### config.mk
export PLATFORM = sky130hd
export DESIGN_NAME = dispatcher
export DESIGN_NICKNAME = d
export VERILOG_FILES = /design/src/rtl/dispatcher_pkg.sv /design/src/rtl/dispatcher_operand_resolve.sv /design/src/rtl/dispatcher.sv
export SDC_FILE = /design/constraint.sdc
export NUM_CORES = 1
export LEC_CHECK = 0
export ABC_AREA = 0
export BUFFER_PORTS_ARGS = -buffer_cell sky130_fd_sc_hd__buf_4
export CAP_MARGIN = 20
export CORE_ASPECT_RATIO = 1.75
export CORE_MARGIN = 8
export CORE_UTILIZATION = 57
export DETAILED_ROUTE_END_ITERATION = 10
export PLACE_DENSITY = 0.83
export SYNTH_ARGS = -nofsm -noshare
export SYNTH_HDL_FRONTEND = slang
export SYNTH_SLANG_ARGS = --single-unit
### constraint.sdc
create_clock -name clk -period 3.2 [get_ports clk]
set_input_delay 0.64 -clock clk [delete_from_list [all_inputs] [get_ports clk]]
set_output_delay 0.64 -clock clk [all_outputs]
set_load 0.02 [all_outputs]
### src/rtl/dispatcher_pkg.sv
// Shared widths, opcode encodings and the reserved "no rename" tag for the dispatch stage.
package dispatcher_pkg;

    localparam int unsigned DataW = 32;
    localparam int unsigned AddrW = 32;
    localparam int unsigned ImmW  = 32;
    localparam int unsigned OpW   = 6;
    localparam int unsigned NameW = 5;
    localparam int unsigned NickW = 4;

    // Tag 0 means the operand value is already final.
    localparam logic [NickW-1:0] NickNone = '0;

    typedef enum logic [OpW-1:0] {
        OpNop = 6'd0,
        OpAdd = 6'd1,
        OpSub = 6'd2,
        OpLb  = 6'd16,
        OpLh  = 6'd17,
        OpLw  = 6'd18,
        OpLbu = 6'd19,
        OpLhu = 6'd20,
        OpSb  = 6'd24,
        OpSh  = 6'd25,
        OpSw  = 6'd26
    } op_e;

    function automatic logic is_store(input logic [OpW-1:0] op);
        return (op == OpSb) || (op == OpSh) || (op == OpSw);
    endfunction

    function automatic logic is_mem(input logic [OpW-1:0] op);
        return (op == OpLb) || (op == OpLh) || (op == OpLw) || (op == OpLbu) ||
               (op == OpLhu) || is_store(op);
    endfunction

endpackage

### src/rtl/dispatcher_operand_resolve.sv
// Resolves one operand: the incoming regfile operand against CDBs/ROB, and the held operand
// against the CDBs only (snoop). Both paths share the same tag compare.
module dispatcher_operand_resolve #(
    parameter int unsigned DATA_W = 32,
    parameter int unsigned NICK_W = 4
) (
    input  logic [NICK_W-1:0] rf_nick_i,
    input  logic [DATA_W-1:0] rf_dt_i,
    input  logic              rob_rdy_i,
    input  logic [DATA_W-1:0] rob_dt_i,
    input  logic              alu_en_i,
    input  logic [NICK_W-1:0] alu_nick_i,
    input  logic [DATA_W-1:0] alu_dt_i,
    input  logic              lsb_en_i,
    input  logic [NICK_W-1:0] lsb_nick_i,
    input  logic [DATA_W-1:0] lsb_dt_i,
    input  logic [NICK_W-1:0] held_q_i,
    input  logic [DATA_W-1:0] held_v_i,
    output logic [DATA_W-1:0] cap_v_o,
    output logic [NICK_W-1:0] cap_q_o,
    output logic [DATA_W-1:0] snp_v_o,
    output logic [NICK_W-1:0] snp_q_o
);

    function automatic logic cdb_hit(input logic en, input logic [NICK_W-1:0] cdb_nick,
                                     input logic [NICK_W-1:0] q);
        return en && (q != '0) && (cdb_nick == q);
    endfunction

    always_comb begin
        cap_v_o = rf_dt_i;
        cap_q_o = rf_nick_i;
        if (rf_nick_i == '0) begin
            cap_q_o = '0;
        end else if (cdb_hit(alu_en_i, alu_nick_i, rf_nick_i)) begin
            cap_v_o = alu_dt_i;
            cap_q_o = '0;
        end else if (cdb_hit(lsb_en_i, lsb_nick_i, rf_nick_i)) begin
            cap_v_o = lsb_dt_i;
            cap_q_o = '0;
        end else if (rob_rdy_i) begin
            cap_v_o = rob_dt_i;
            cap_q_o = '0;
        end

        snp_v_o = held_v_i;
        snp_q_o = held_q_i;
        if (cdb_hit(alu_en_i, alu_nick_i, held_q_i)) begin
            snp_v_o = alu_dt_i;
            snp_q_o = '0;
        end else if (cdb_hit(lsb_en_i, lsb_nick_i, held_q_i)) begin
            snp_v_o = lsb_dt_i;
            snp_q_o = '0;
        end
    end

endmodule

### src/rtl/dispatcher.sv
// Dispatch stage: one-entry holding register between regfile and RS/LSB, with ROB tag
// allocation, rename write-back and operand resolution against ROB and both CDBs.
module dispatcher
    import dispatcher_pkg::*;
#(
    parameter int unsigned DATA_W = DataW,
    parameter int unsigned ADDR_W = AddrW,
    parameter int unsigned IMM_W  = ImmW,
    parameter int unsigned OP_W   = OpW,
    parameter int unsigned NAME_W = NameW,
    parameter int unsigned NICK_W = NickW
) (
    input  logic              clk,
    input  logic              rst,
    input  logic              rdy,
    input  logic              clr,
    input  logic              iRF_en,
    input  logic [OP_W-1:0]   iRF_op,
    input  logic [ADDR_W-1:0] iRF_pc,
    input  logic [IMM_W-1:0]  iRF_imm,
    input  logic              iRF_pd,
    input  logic [NAME_W-1:0] iRF_rd_regnm,
    input  logic [DATA_W-1:0] iRF_rs1_dt,
    input  logic [DATA_W-1:0] iRF_rs2_dt,
    input  logic [NICK_W-1:0] iRF_rs1_nick,
    input  logic [NICK_W-1:0] iRF_rs2_nick,
    output logic              oIND_stall,
    input  logic              iROB_full,
    input  logic [NICK_W-1:0] iROB_nick,
    output logic              oROB_alloc,
    output logic [NICK_W-1:0] oROB_q1_nick,
    output logic [NICK_W-1:0] oROB_q2_nick,
    input  logic              iROB_q1_rdy,
    input  logic              iROB_q2_rdy,
    input  logic [DATA_W-1:0] iROB_q1_dt,
    input  logic [DATA_W-1:0] iROB_q2_dt,
    input  logic              iALU_cdb_en,
    input  logic [NICK_W-1:0] iALU_cdb_nick,
    input  logic [DATA_W-1:0] iALU_cdb_dt,
    input  logic              iLSB_cdb_en,
    input  logic [NICK_W-1:0] iLSB_cdb_nick,
    input  logic [DATA_W-1:0] iLSB_cdb_dt,
    input  logic              iRS_full,
    input  logic              iLSB_full,
    output logic              oRS_en,
    output logic              oLSB_en,
    output logic [OP_W-1:0]   oIS_op,
    output logic [ADDR_W-1:0] oIS_pc,
    output logic [IMM_W-1:0]  oIS_imm,
    output logic              oIS_pd,
    output logic [NICK_W-1:0] oIS_dest,
    output logic [DATA_W-1:0] oIS_v1,
    output logic [DATA_W-1:0] oIS_v2,
    output logic [NICK_W-1:0] oIS_q1,
    output logic [NICK_W-1:0] oIS_q2,
    output logic              oRF_nick_en,
    output logic [NAME_W-1:0] oRF_nick_regnm,
    output logic [NICK_W-1:0] oRF_nick
);

    logic              hold_q, hold_d;
    logic [OP_W-1:0]   op_q, op_d;
    logic [ADDR_W-1:0] pc_q, pc_d;
    logic [IMM_W-1:0]  imm_q, imm_d;
    logic              pd_q, pd_d;
    logic [NAME_W-1:0] rd_q, rd_d;
    logic [DATA_W-1:0] v1_q, v1_d, v2_q, v2_d;
    logic [NICK_W-1:0] q1_q, q1_d, q2_q, q2_d;

    logic              rs_en_q, rs_en_d, lsb_en_q, lsb_en_d;
    logic [OP_W-1:0]   is_op_q, is_op_d;
    logic [ADDR_W-1:0] is_pc_q, is_pc_d;
    logic [IMM_W-1:0]  is_imm_q, is_imm_d;
    logic              is_pd_q, is_pd_d;
    logic [NICK_W-1:0] is_dest_q, is_dest_d;
    logic [DATA_W-1:0] is_v1_q, is_v1_d, is_v2_q, is_v2_d;
    logic [NICK_W-1:0] is_q1_q, is_q1_d, is_q2_q, is_q2_d;

    logic              mem, store, fire, capture, rename_en;
    logic [DATA_W-1:0] cap_v1, cap_v2, snp_v1, snp_v2;
    logic [NICK_W-1:0] cap_q1, cap_q2, snp_q1, snp_q2;

    dispatcher_operand_resolve #(.DATA_W(DATA_W), .NICK_W(NICK_W)) u_rs1 (
        .rf_nick_i (iRF_rs1_nick),
        .rf_dt_i   (iRF_rs1_dt),
        .rob_rdy_i (iROB_q1_rdy),
        .rob_dt_i  (iROB_q1_dt),
        .alu_en_i  (iALU_cdb_en),
        .alu_nick_i(iALU_cdb_nick),
        .alu_dt_i  (iALU_cdb_dt),
        .lsb_en_i  (iLSB_cdb_en),
        .lsb_nick_i(iLSB_cdb_nick),
        .lsb_dt_i  (iLSB_cdb_dt),
        .held_q_i  (q1_q),
        .held_v_i  (v1_q),
        .cap_v_o   (cap_v1),
        .cap_q_o   (cap_q1),
        .snp_v_o   (snp_v1),
        .snp_q_o   (snp_q1)
    );

    dispatcher_operand_resolve #(.DATA_W(DATA_W), .NICK_W(NICK_W)) u_rs2 (
        .rf_nick_i (iRF_rs2_nick),
        .rf_dt_i   (iRF_rs2_dt),
        .rob_rdy_i (iROB_q2_rdy),
        .rob_dt_i  (iROB_q2_dt),
        .alu_en_i  (iALU_cdb_en),
        .alu_nick_i(iALU_cdb_nick),
        .alu_dt_i  (iALU_cdb_dt),
        .lsb_en_i  (iLSB_cdb_en),
        .lsb_nick_i(iLSB_cdb_nick),
        .lsb_dt_i  (iLSB_cdb_dt),
        .held_q_i  (q2_q),
        .held_v_i  (v2_q),
        .cap_v_o   (cap_v2),
        .cap_q_o   (cap_q2),
        .snp_v_o   (snp_v2),
        .snp_q_o   (snp_q2)
    );

    // Comb strobes are qualified by rst and rdy so reset and freeze both silence them.
    always_comb begin
        mem          = is_mem(op_q);
        store        = is_store(op_q);
        fire         = rst && rdy && !clr && hold_q && !iROB_full &&
                       (mem ? !iLSB_full : !iRS_full);
        capture      = rst && rdy && !clr && iRF_en && (!hold_q || fire);
        rename_en    = fire && !store && (rd_q != '0);
        oROB_alloc   = fire;
        oIND_stall   = rst && rdy && hold_q && !fire;
        oRF_nick_en    = rename_en;
        oRF_nick_regnm = rename_en ? rd_q : '0;
        oRF_nick       = rename_en ? iROB_nick : '0;
        oROB_q1_nick = '0;
        oROB_q2_nick = '0;
        if (rst) begin
            oROB_q1_nick = capture ? iRF_rs1_nick : q1_q;
            oROB_q2_nick = capture ? iRF_rs2_nick : q2_q;
        end
    end

    always_comb begin
        hold_d    = hold_q;
        op_d      = op_q;
        pc_d      = pc_q;
        imm_d     = imm_q;
        pd_d      = pd_q;
        rd_d      = rd_q;
        v1_d      = v1_q;
        v2_d      = v2_q;
        q1_d      = q1_q;
        q2_d      = q2_q;
        rs_en_d   = rs_en_q;
        lsb_en_d  = lsb_en_q;
        is_op_d   = is_op_q;
        is_pc_d   = is_pc_q;
        is_imm_d  = is_imm_q;
        is_pd_d   = is_pd_q;
        is_dest_d = is_dest_q;
        is_v1_d   = is_v1_q;
        is_v2_d   = is_v2_q;
        is_q1_d   = is_q1_q;
        is_q2_d   = is_q2_q;
        if (rdy) begin
            rs_en_d  = fire && !mem;
            lsb_en_d = fire && mem;
            if (fire) begin
                is_op_d   = op_q;
                is_pc_d   = pc_q;
                is_imm_d  = imm_q;
                is_pd_d   = pd_q;
                is_dest_d = iROB_nick;
                is_v1_d   = snp_v1;
                is_v2_d   = snp_v2;
                is_q1_d   = snp_q1;
                is_q2_d   = snp_q2;
            end
            v1_d = snp_v1;
            v2_d = snp_v2;
            q1_d = snp_q1;
            q2_d = snp_q2;
            if (clr) begin
                hold_d = 1'b0;
            end else begin
                if (fire) hold_d = 1'b0;
                if (capture) begin
                    hold_d = 1'b1;
                    op_d   = iRF_op;
                    pc_d   = iRF_pc;
                    imm_d  = iRF_imm;
                    pd_d   = iRF_pd;
                    rd_d   = iRF_rd_regnm;
                    v1_d   = cap_v1;
                    v2_d   = cap_v2;
                    q1_d   = cap_q1;
                    q2_d   = cap_q2;
                end
            end
        end
    end

    always_ff @(posedge clk) begin
        if (!rst) begin
            hold_q    <= 1'b0;
            op_q      <= '0;
            pc_q      <= '0;
            imm_q     <= '0;
            pd_q      <= 1'b0;
            rd_q      <= '0;
            v1_q      <= '0;
            v2_q      <= '0;
            q1_q      <= '0;
            q2_q      <= '0;
            rs_en_q   <= 1'b0;
            lsb_en_q  <= 1'b0;
            is_op_q   <= '0;
            is_pc_q   <= '0;
            is_imm_q  <= '0;
            is_pd_q   <= 1'b0;
            is_dest_q <= '0;
            is_v1_q   <= '0;
            is_v2_q   <= '0;
            is_q1_q   <= '0;
            is_q2_q   <= '0;
        end else begin
            hold_q    <= hold_d;
            op_q      <= op_d;
            pc_q      <= pc_d;
            imm_q     <= imm_d;
            pd_q      <= pd_d;
            rd_q      <= rd_d;
            v1_q      <= v1_d;
            v2_q      <= v2_d;
            q1_q      <= q1_d;
            q2_q      <= q2_d;
            rs_en_q   <= rs_en_d;
            lsb_en_q  <= lsb_en_d;
            is_op_q   <= is_op_d;
            is_pc_q   <= is_pc_d;
            is_imm_q  <= is_imm_d;
            is_pd_q   <= is_pd_d;
            is_dest_q <= is_dest_d;
            is_v1_q   <= is_v1_d;
            is_v2_q   <= is_v2_d;
            is_q1_q   <= is_q1_d;
            is_q2_q   <= is_q2_d;
        end
    end

    assign oRS_en   = rs_en_q;
    assign oLSB_en  = lsb_en_q;
    assign oIS_op   = is_op_q;
    assign oIS_pc   = is_pc_q;
    assign oIS_imm  = is_imm_q;
    assign oIS_pd   = is_pd_q;
    assign oIS_dest = is_dest_q;
    assign oIS_v1   = is_v1_q;
    assign oIS_v2   = is_v2_q;
    assign oIS_q1   = is_q1_q;
    assign oIS_q2   = is_q2_q;

endmodule

==> results.cfg, run 1 <==
[run_status]
outcome = finished, final reports clean

[clock_network]
worstSkewPairLatency_ps = 560
largest_buffer_count_on_any_clock_path = 3
clkTransAtPathRegs_ps = 70
cts.sink_count = 298
cts.htree.levels = 1
root_buffer = sky130_fd_sc_hd__clkbuf_16
cts-buffers-inserted = 27
tritoncts = built
ctsHoldBuffers = 0

[global_route]
grt_overflow_total = 0
grtUsageTotal_pct = 38.6
grt_antenna_before_repair = 2
grt_first_pass_wirelength_um = 102000
first_global_vias = 17900
largest_net_degree_at_the_start_of_global_routing = 181

[worst_setup_path]
worst_path_dominant_cell_family = compound AO/OA/AOI/OAI gates
startpoint_type = flip-flop
worst_setup_path_end_kind = output pin
most_common_cell_on_crit_path = sky130_fd_sc_hd__buf_4
cpPeakStageDelay_ps = 360
critical_path.max_fanout = 5
data_arrival_time_of_the_critical_path_ps = 2510
crit_slowest_cell = sky130_fd_sc_hd__dfxtp_2
worst-endpoint-required_ps = 2560
worstPathCellList = nor3b_4 -> a221o_1 -> o21ai_1 -> a311oi_2 -> buf_4 -> o21a_2 -> and2_1 -> buf_4
path_buf_inv = 2
setup.worst_path.class = flip-flop to output pin

[pwr]
pwr_density_cell_nw_per_um2 = 414
total_leakage_power_nw = 8.05
peakVddDrop_mv = 0.388

[layout]
final_common_cell = sky130_fd_sc_hd__buf_4
fillerInstances = 2199
num-nets-final = 2676
commonest_non_fill_non_tap_cells_in_the_layout = 507 x sky130_fd_sc_hd__buf_4, 428 x sky130_fd_sc_hd__nand2_1, 293 x sky130_fd_sc_hd__dfxtp_1
multi_input_area_sq_um = 9050
area_delta_synth_final_pct = 29.1
layout.area.seq_sq_um = 5970
drive_gt1_share_pct = 25.2

[detailed_routing]
ant_nets = 0
via_count = 18200
route.detailed.drc = 0
route.detailed.vias_per_inst = 6.57
drc_marker_count_from_the_first_detailed_route_iteration = 1997
routedWlPerCell_um = 24.5
drt-pass1-iter-count = 8
wirelength_um = 67900

[logic_synthesis]
syn_area_per_cell_sq_um = 7.79
portion_of_the_post_synthesis_area_used_by_sequential_elements_pct = 37.5
syn-cell-area_sq_um = 15900
synth_cell_type_count = 51
post_synth_inst_count = 2044
number_of_synthesized_flops_with_an_enable_pin = 0
synthFlopType = sky130_fd_sc_hd__dfxtp_1
yosys_warnings = 0
yosys_register_bits = 298
share_of_flip_flops_with_an_asynchronous_set_or_reset_after_synthesis_pct = 0
synthesis.nets = 2344

[sta]
clock_skew_ps = 19.7
finalSetupViolations = 0
final.setup.worst_slack_ps = 51.6
period_minus_slack_ps = 3150
totalNegativeSetupSlack_ps = 0
report.final.hold_viol_count = 0
upper_clock_frequency_limit_ghz = 0.318
timing.final.crit_share_pct = 98.4
worst_pin_slew_ps = 1080
headroom_to_the_max_slew_limit_pct = 28.3
timing_max_transition_violations_final = 0
timing.hold.ws_ps = 326

[worst_hold_path]
hold_path.class = primary input to flip-flop

[placed_design]
placement.io_buffers = 468
dpl_worst_slack_ps = 327
detailed_place_hpwl_um = 45900
place.gp.congestion = 0.979

[die]
top_level_ports = 469
die-height_um = 237
die-area_sq_um = 33800
std_cell_rows = 81
die_x_um = 142
core_area_sq_um = 27800
start_util_pct = 57.4

[flow_run]
max-cap-violations = 0
-- sequential cells by signal, indices dropped and copies added (netlist names), 32 cells and up --
signal	count
imm_q	32
oIS_imm	32
oIS_pc	32
oIS_v1	32
oIS_v2	32
pc_q	32
v1_q	32
v2_q	32
-- path summary, 6_finish.rpt --
path                                             from  depth (start not counted)  slack [ps]                        to
worst max register to register   q1_q[3]$_SDFFE_PN0P_                          7         520    oIS_q1[1]$_SDFFE_PN0P_
worst max-delay path             op_q[5]$_SDFFE_PN0P_                          8          50               oRF_nick[0]
worst min-delay path                     iROB_nick[0]                          3         330  oIS_dest[0]$_SDFFE_PN0P_
worst min register to register  imm_q[5]$_SDFFE_PN0P_                          2         450   oIS_imm[5]$_SDFFE_PN0P_
-- cells by family (layout without fill, tap and decap cells) --
logic type,Yosys count,count (layout),synth area share [%]
other cells,0,1,0
simple gates,746,746,20.7
flops,298,298,37.5
xor+xnor,30,30,1.70
buf+inv,226,578,6.62
compound gates,680,680,29.5
mux,64,64,4.02
-- synthesized netlist by cell type, types with 3 or more instances --
| master | instances | area, sq um |
|---|---|---|
| sky130_fd_sc_hd__nand2_1 | 428 | 1610 |
| sky130_fd_sc_hd__and2_1 | 10 | 62.6 |
| sky130_fd_sc_hd__a21boi_1 | 171 | 1280 |
| sky130_fd_sc_hd__a21oi_1 | 4 | 20.0 |
| sky130_fd_sc_hd__o211ai_1 | 130 | 976 |
| sky130_fd_sc_hd__nor4_1 | 5 | 31.3 |
| sky130_fd_sc_hd__xor2_1 | 8 | 70.1 |
| sky130_fd_sc_hd__nand4_1 | 6 | 37.5 |
| sky130_fd_sc_hd__clkbuf_1 | 129 | 484 |
| sky130_fd_sc_hd__buf_1 | 6 | 22.5 |
| sky130_fd_sc_hd__buf_2 | 57 | 285 |
| sky130_fd_sc_hd__mux2i_1 | 64 | 641 |
| sky130_fd_sc_hd__dfxtp_1 | 298 | 5970 |
| sky130_fd_sc_hd__a211oi_1 | 128 | 961 |
| sky130_fd_sc_hd__inv_1 | 5 | 18.8 |
| sky130_fd_sc_hd__nor2b_1 | 4 | 25.0 |
| sky130_fd_sc_hd__buf_6 | 8 | 90.1 |
| sky130_fd_sc_hd__o2111ai_1 | 32 | 280 |
| sky130_fd_sc_hd__buf_4 | 20 | 150 |
| sky130_fd_sc_hd__o21ai_0 | 169 | 846 |
| sky130_fd_sc_hd__nor2_1 | 5 | 18.8 |
| sky130_fd_sc_hd__xnor2_1 | 21 | 184 |
| sky130_fd_sc_hd__nand3_1 | 203 | 1020 |
| sky130_fd_sc_hd__or2_1 | 3 | 18.8 |
| sky130_fd_sc_hd__o21ai_1 | 27 | 135 |
| sky130_fd_sc_hd__a22o_1 | 8 | 70.1 |
| sky130_fd_sc_hd__nor3_1 | 66 | 330 |
-- stage by stage --
step | instances | area [sq um] | util (%) | total power [W]
floorplan | 2044 | 15900 | - | 0.00448
global placement | 2715 | 19500 | 70.3 | 0.00507
detailed placement | 2715 | 19500 | 70.3 | 0.00509
CTS | 2766 | 20500 | 73.8 | 0.00848
global route | 2770 | 20600 | 74.1 | 0.00874
finish | 2770 | 20600 | 74.1 | 0.00852
-- power by group --
group,switching [W],internal (W),leakage (nW)
clock network,0.00153,0.00193,0.445
registers,0.0000386,0.00377,2.41
logic,0.000709,0.000538,5.19
-- worst min-delay path: cells and delay by family --
| family | cells | cell delay [ps] |
|---|---|---|
| AND/OR/NAND/NOR | 1 | 40 |
| buffers and inverters | 1 | 110 |
| AO/OA/AOI/OAI | 1 | 50 |
-- metal layers --
metal | part of all wire, % | track usage (%)
met5 | 0.019 | 0
met4 | 8.5 | 30.5
met3 | 11 | 9.24
met2 | 47 | 62.6
met1 | 33 | 42.4
-- cell type report --
| cell class | count | share of cell area (%) |
|---|---|---|
| Clock buffer | 35 | 3.68 |
| Clock inverter | 14 | 0.864 |
| Sequential cell | 298 | 29.0 |
| Inverter | 6 | 0.122 |
| Tap cell | 373 | 2.27 |
| Multi-Input combinational cell | 1520 | 44.0 |
| Timing Repair Buffer | 523 | 20.0 |
| Antenna cell | 1 | 0.0122 |
-- what timing repair did --
action | CTS | global route
buffers inserted | 2 | 3
resized for setup | 2 | 12
setup endpoints to repair | 12 | 8
cloned | 0 | 0
pin swaps | 0 | 3
Note: power is estimated with default switching activity, not from simulation.
==> inputs of run 2 (changes only) <==
--- a/config.mk
+++ b/config.mk
@@ -8,9 +8,11 @@
 export ABC_AREA = 0
 export BUFFER_PORTS_ARGS = -buffer_cell sky130_fd_sc_hd__buf_4
 export CAP_MARGIN = 20
+export CELL_PAD_IN_SITES_DETAIL_PLACEMENT = 1
+export CELL_PAD_IN_SITES_GLOBAL_PLACEMENT = 1
 export CORE_ASPECT_RATIO = 1.75
 export CORE_MARGIN = 8
-export CORE_UTILIZATION = 57
+export CORE_UTILIZATION = 41
 export DETAILED_ROUTE_END_ITERATION = 10
 export PLACE_DENSITY = 0.83
 export SYNTH_ARGS = -nofsm -noshare
==> results.cfg, run 2 (synthesized netlist as in run 1, its figures left out) <==
[detailed_routing]
ant_nets = 0
drc_marker_count_from_the_first_detailed_route_iteration = 1207
drt-pass1-iter-count = 5
wirelength_um = 75200
routedWlPerCell_um = 26.0
via_count = 18100
route.detailed.drc = 0
route.detailed.vias_per_inst = 6.27

[pwr]
peakVddDrop_mv = 0.451
pwr_density_cell_nw_per_um2 = 441
power.total_w = 0.00924
total_leakage_power_nw = 8.19

[die]
die-height_um = 277
die-area_sq_um = 45700
std_cell_rows = 95
die_x_um = 165
core_area_sq_um = 38400
top_level_ports = 469
start_util_pct = 41.5

[worst_hold_path]
hold_path.class = primary input to flip-flop
min_from = iRF_pc[24]
hold_end = pc_q[24]$_SDFFE_PN0P_
worst_hold_path.num_cells = 3

[worst_setup_path]
crit_slowest_cell = sky130_fd_sc_hd__dfxtp_1
critical_path.max_fanout = 5
worstPathCellList = nor2b_2 -> a22oi_2 -> o21ai_1 -> a311oi_1 -> buf_4 -> buf_4 -> and2_1 -> buf_4
worst_r2r_path_depth = 6
startpoint_type = flip-flop
data_arrival_time_of_the_critical_path_ps = 2400
setup.worst_path.class = flip-flop to output pin
timing.critical_path.from = op_q[4]$_SDFFE_PN0P_
timing.reg2reg.setup_slack_ps = 530
rr_startpoint = q2_q[3]$_SDFFE_PN0P_
r2r_end = oIS_q2[3]$_SDFFE_PN0P_
worst-endpoint-required_ps = 2560
path_buf_inv = 3
cpPeakStageDelay_ps = 330
most_common_cell_on_crit_path = sky130_fd_sc_hd__buf_4
worst_path_dominant_cell_family = compound AO/OA/AOI/OAI gates
worst_setup_path_end_kind = output pin

[sta]
timing.final.crit_share_pct = 95.1
report.final.hold_viol_count = 0
upper_clock_frequency_limit_ghz = 0.329
worst_pin_slew_ps = 1010
clock_skew_ps = 16.9
finalSetupViolations = 0
timing.hold.ws_ps = 322
period_minus_slack_ps = 3040
timing_max_transition_violations_final = 0
headroom_to_the_max_slew_limit_pct = 32.8
final.setup.worst_slack_ps = 157

[placed_design]
dpl_cell_area_sq_um = 19700
dpl_worst_slack_ps = 349
placement.io_buffers = 468
place.gp.congestion = 0.885
detailed_place_hpwl_um = 51100

[flow_run]
max-cap-violations = 0

[clock_network]
clkTransAtPathRegs_ps = 60
largest_buffer_count_on_any_clock_path = 3
worstSkewPairLatency_ps = 570
root_buffer = sky130_fd_sc_hd__clkbuf_16
cts.sink_count = 298
cts-buffers-inserted = 30
tritoncts = built
cts.htree.levels = 1

[layout]
final_common_cell = sky130_fd_sc_hd__buf_4
drive_gt1_share_pct = 25.5
area_delta_synth_final_pct = 31.6
num-nets-final = 2680
commonest_non_fill_non_tap_cells_in_the_layout = 505 x sky130_fd_sc_hd__buf_4, 428 x sky130_fd_sc_hd__nand2_1, 297 x sky130_fd_sc_hd__dfxtp_1
post_layout_utilization_of_the_core_pct = 54.6
final_cell_area_sq_um = 21000

[global_route]
first_global_vias = 19400
grt_first_pass_wirelength_um = 114000
largest_net_degree_at_the_start_of_global_routing = 181
grtUsageTotal_pct = 31.7
grt_antenna_before_repair = 4
grt_overflow_total = 0

[run_status]
outcome = finished, final reports clean
==> run 2: worst min-delay path, stage by stage <==
cell and delay [ps]:
sky130_fd_sc_hd__buf_4 110, sky130_fd_sc_hd__nand2_1 40, sky130_fd_sc_hd__a21boi_1 50
==> run 2: through the flow <==
step | TNS (ps) | instances
after CTS | 0 | 2886
after floorplan | 0 | 2044
after global routing | -50.8 | 2893
after detailed placement | 0 | 2827
final | 0 | 2893
after global placement | 0 | 2827
==> run 2: repair_timing <==
action	CTS	global route
setup endpoints to repair	12	13
buffers inserted	3	3
pin swaps	0	3
hold buffers	0	0
gates resized for setup	1	5
==> run 2: routing by layer <==
metal | wire length [um] | part of all wire [%] | vias to the layer above | track usage, %
met1 | 27100 | 36 | 8825 | 34.9
met4 | 5210 | 6.9 | 0 | 20.9
met2 | 37200 | 50 | 965 | 54.4
met5 | 0 | 0 | - | 0
li1 | - | - | 8058 | -
met3 | 5640 | 7.5 | 279 | 5.31
==> run 2: final cells by class <==
cell class / count / area, sq um
flip-flops and latches: 298 / 5970
clock inverters: 23 / 355
inverters: 6 / 25.0
fillers: 4702 / 17400
clock buffers: 33 / 803
well taps: 485 / 607
multi-input cells: 1520 / 9030
repair buffers: 524 / 4160
diodes: 4 / 10.0
==> run 2: worst max-delay path by stage <==
stage,to,slack [ps],cells after the start
2_1_floorplan,oROB_q1_nick[3],380,9
3_3_place_gp,oRF_nick[0],430,9
3_5_place_dp,oRF_nick[1],350,9
4_1_cts,oRF_nick[1],50,8
5_1_grt,oRF_nick_regnm[4],-20,8
6_report,oRF_nick_regnm[4],160,8
==> run 2: report_power, final <==
group / total (W) / internal (W) / switching [W]
Combinational: 0.00126 / 0.000538 / 0.000718
Clock: 0.00418 / 0.00254 / 0.00164
Sequential: 0.00381 / 0.00377 / 0.0000388
Total: 0.00924 / 0.00685 / 0.00240
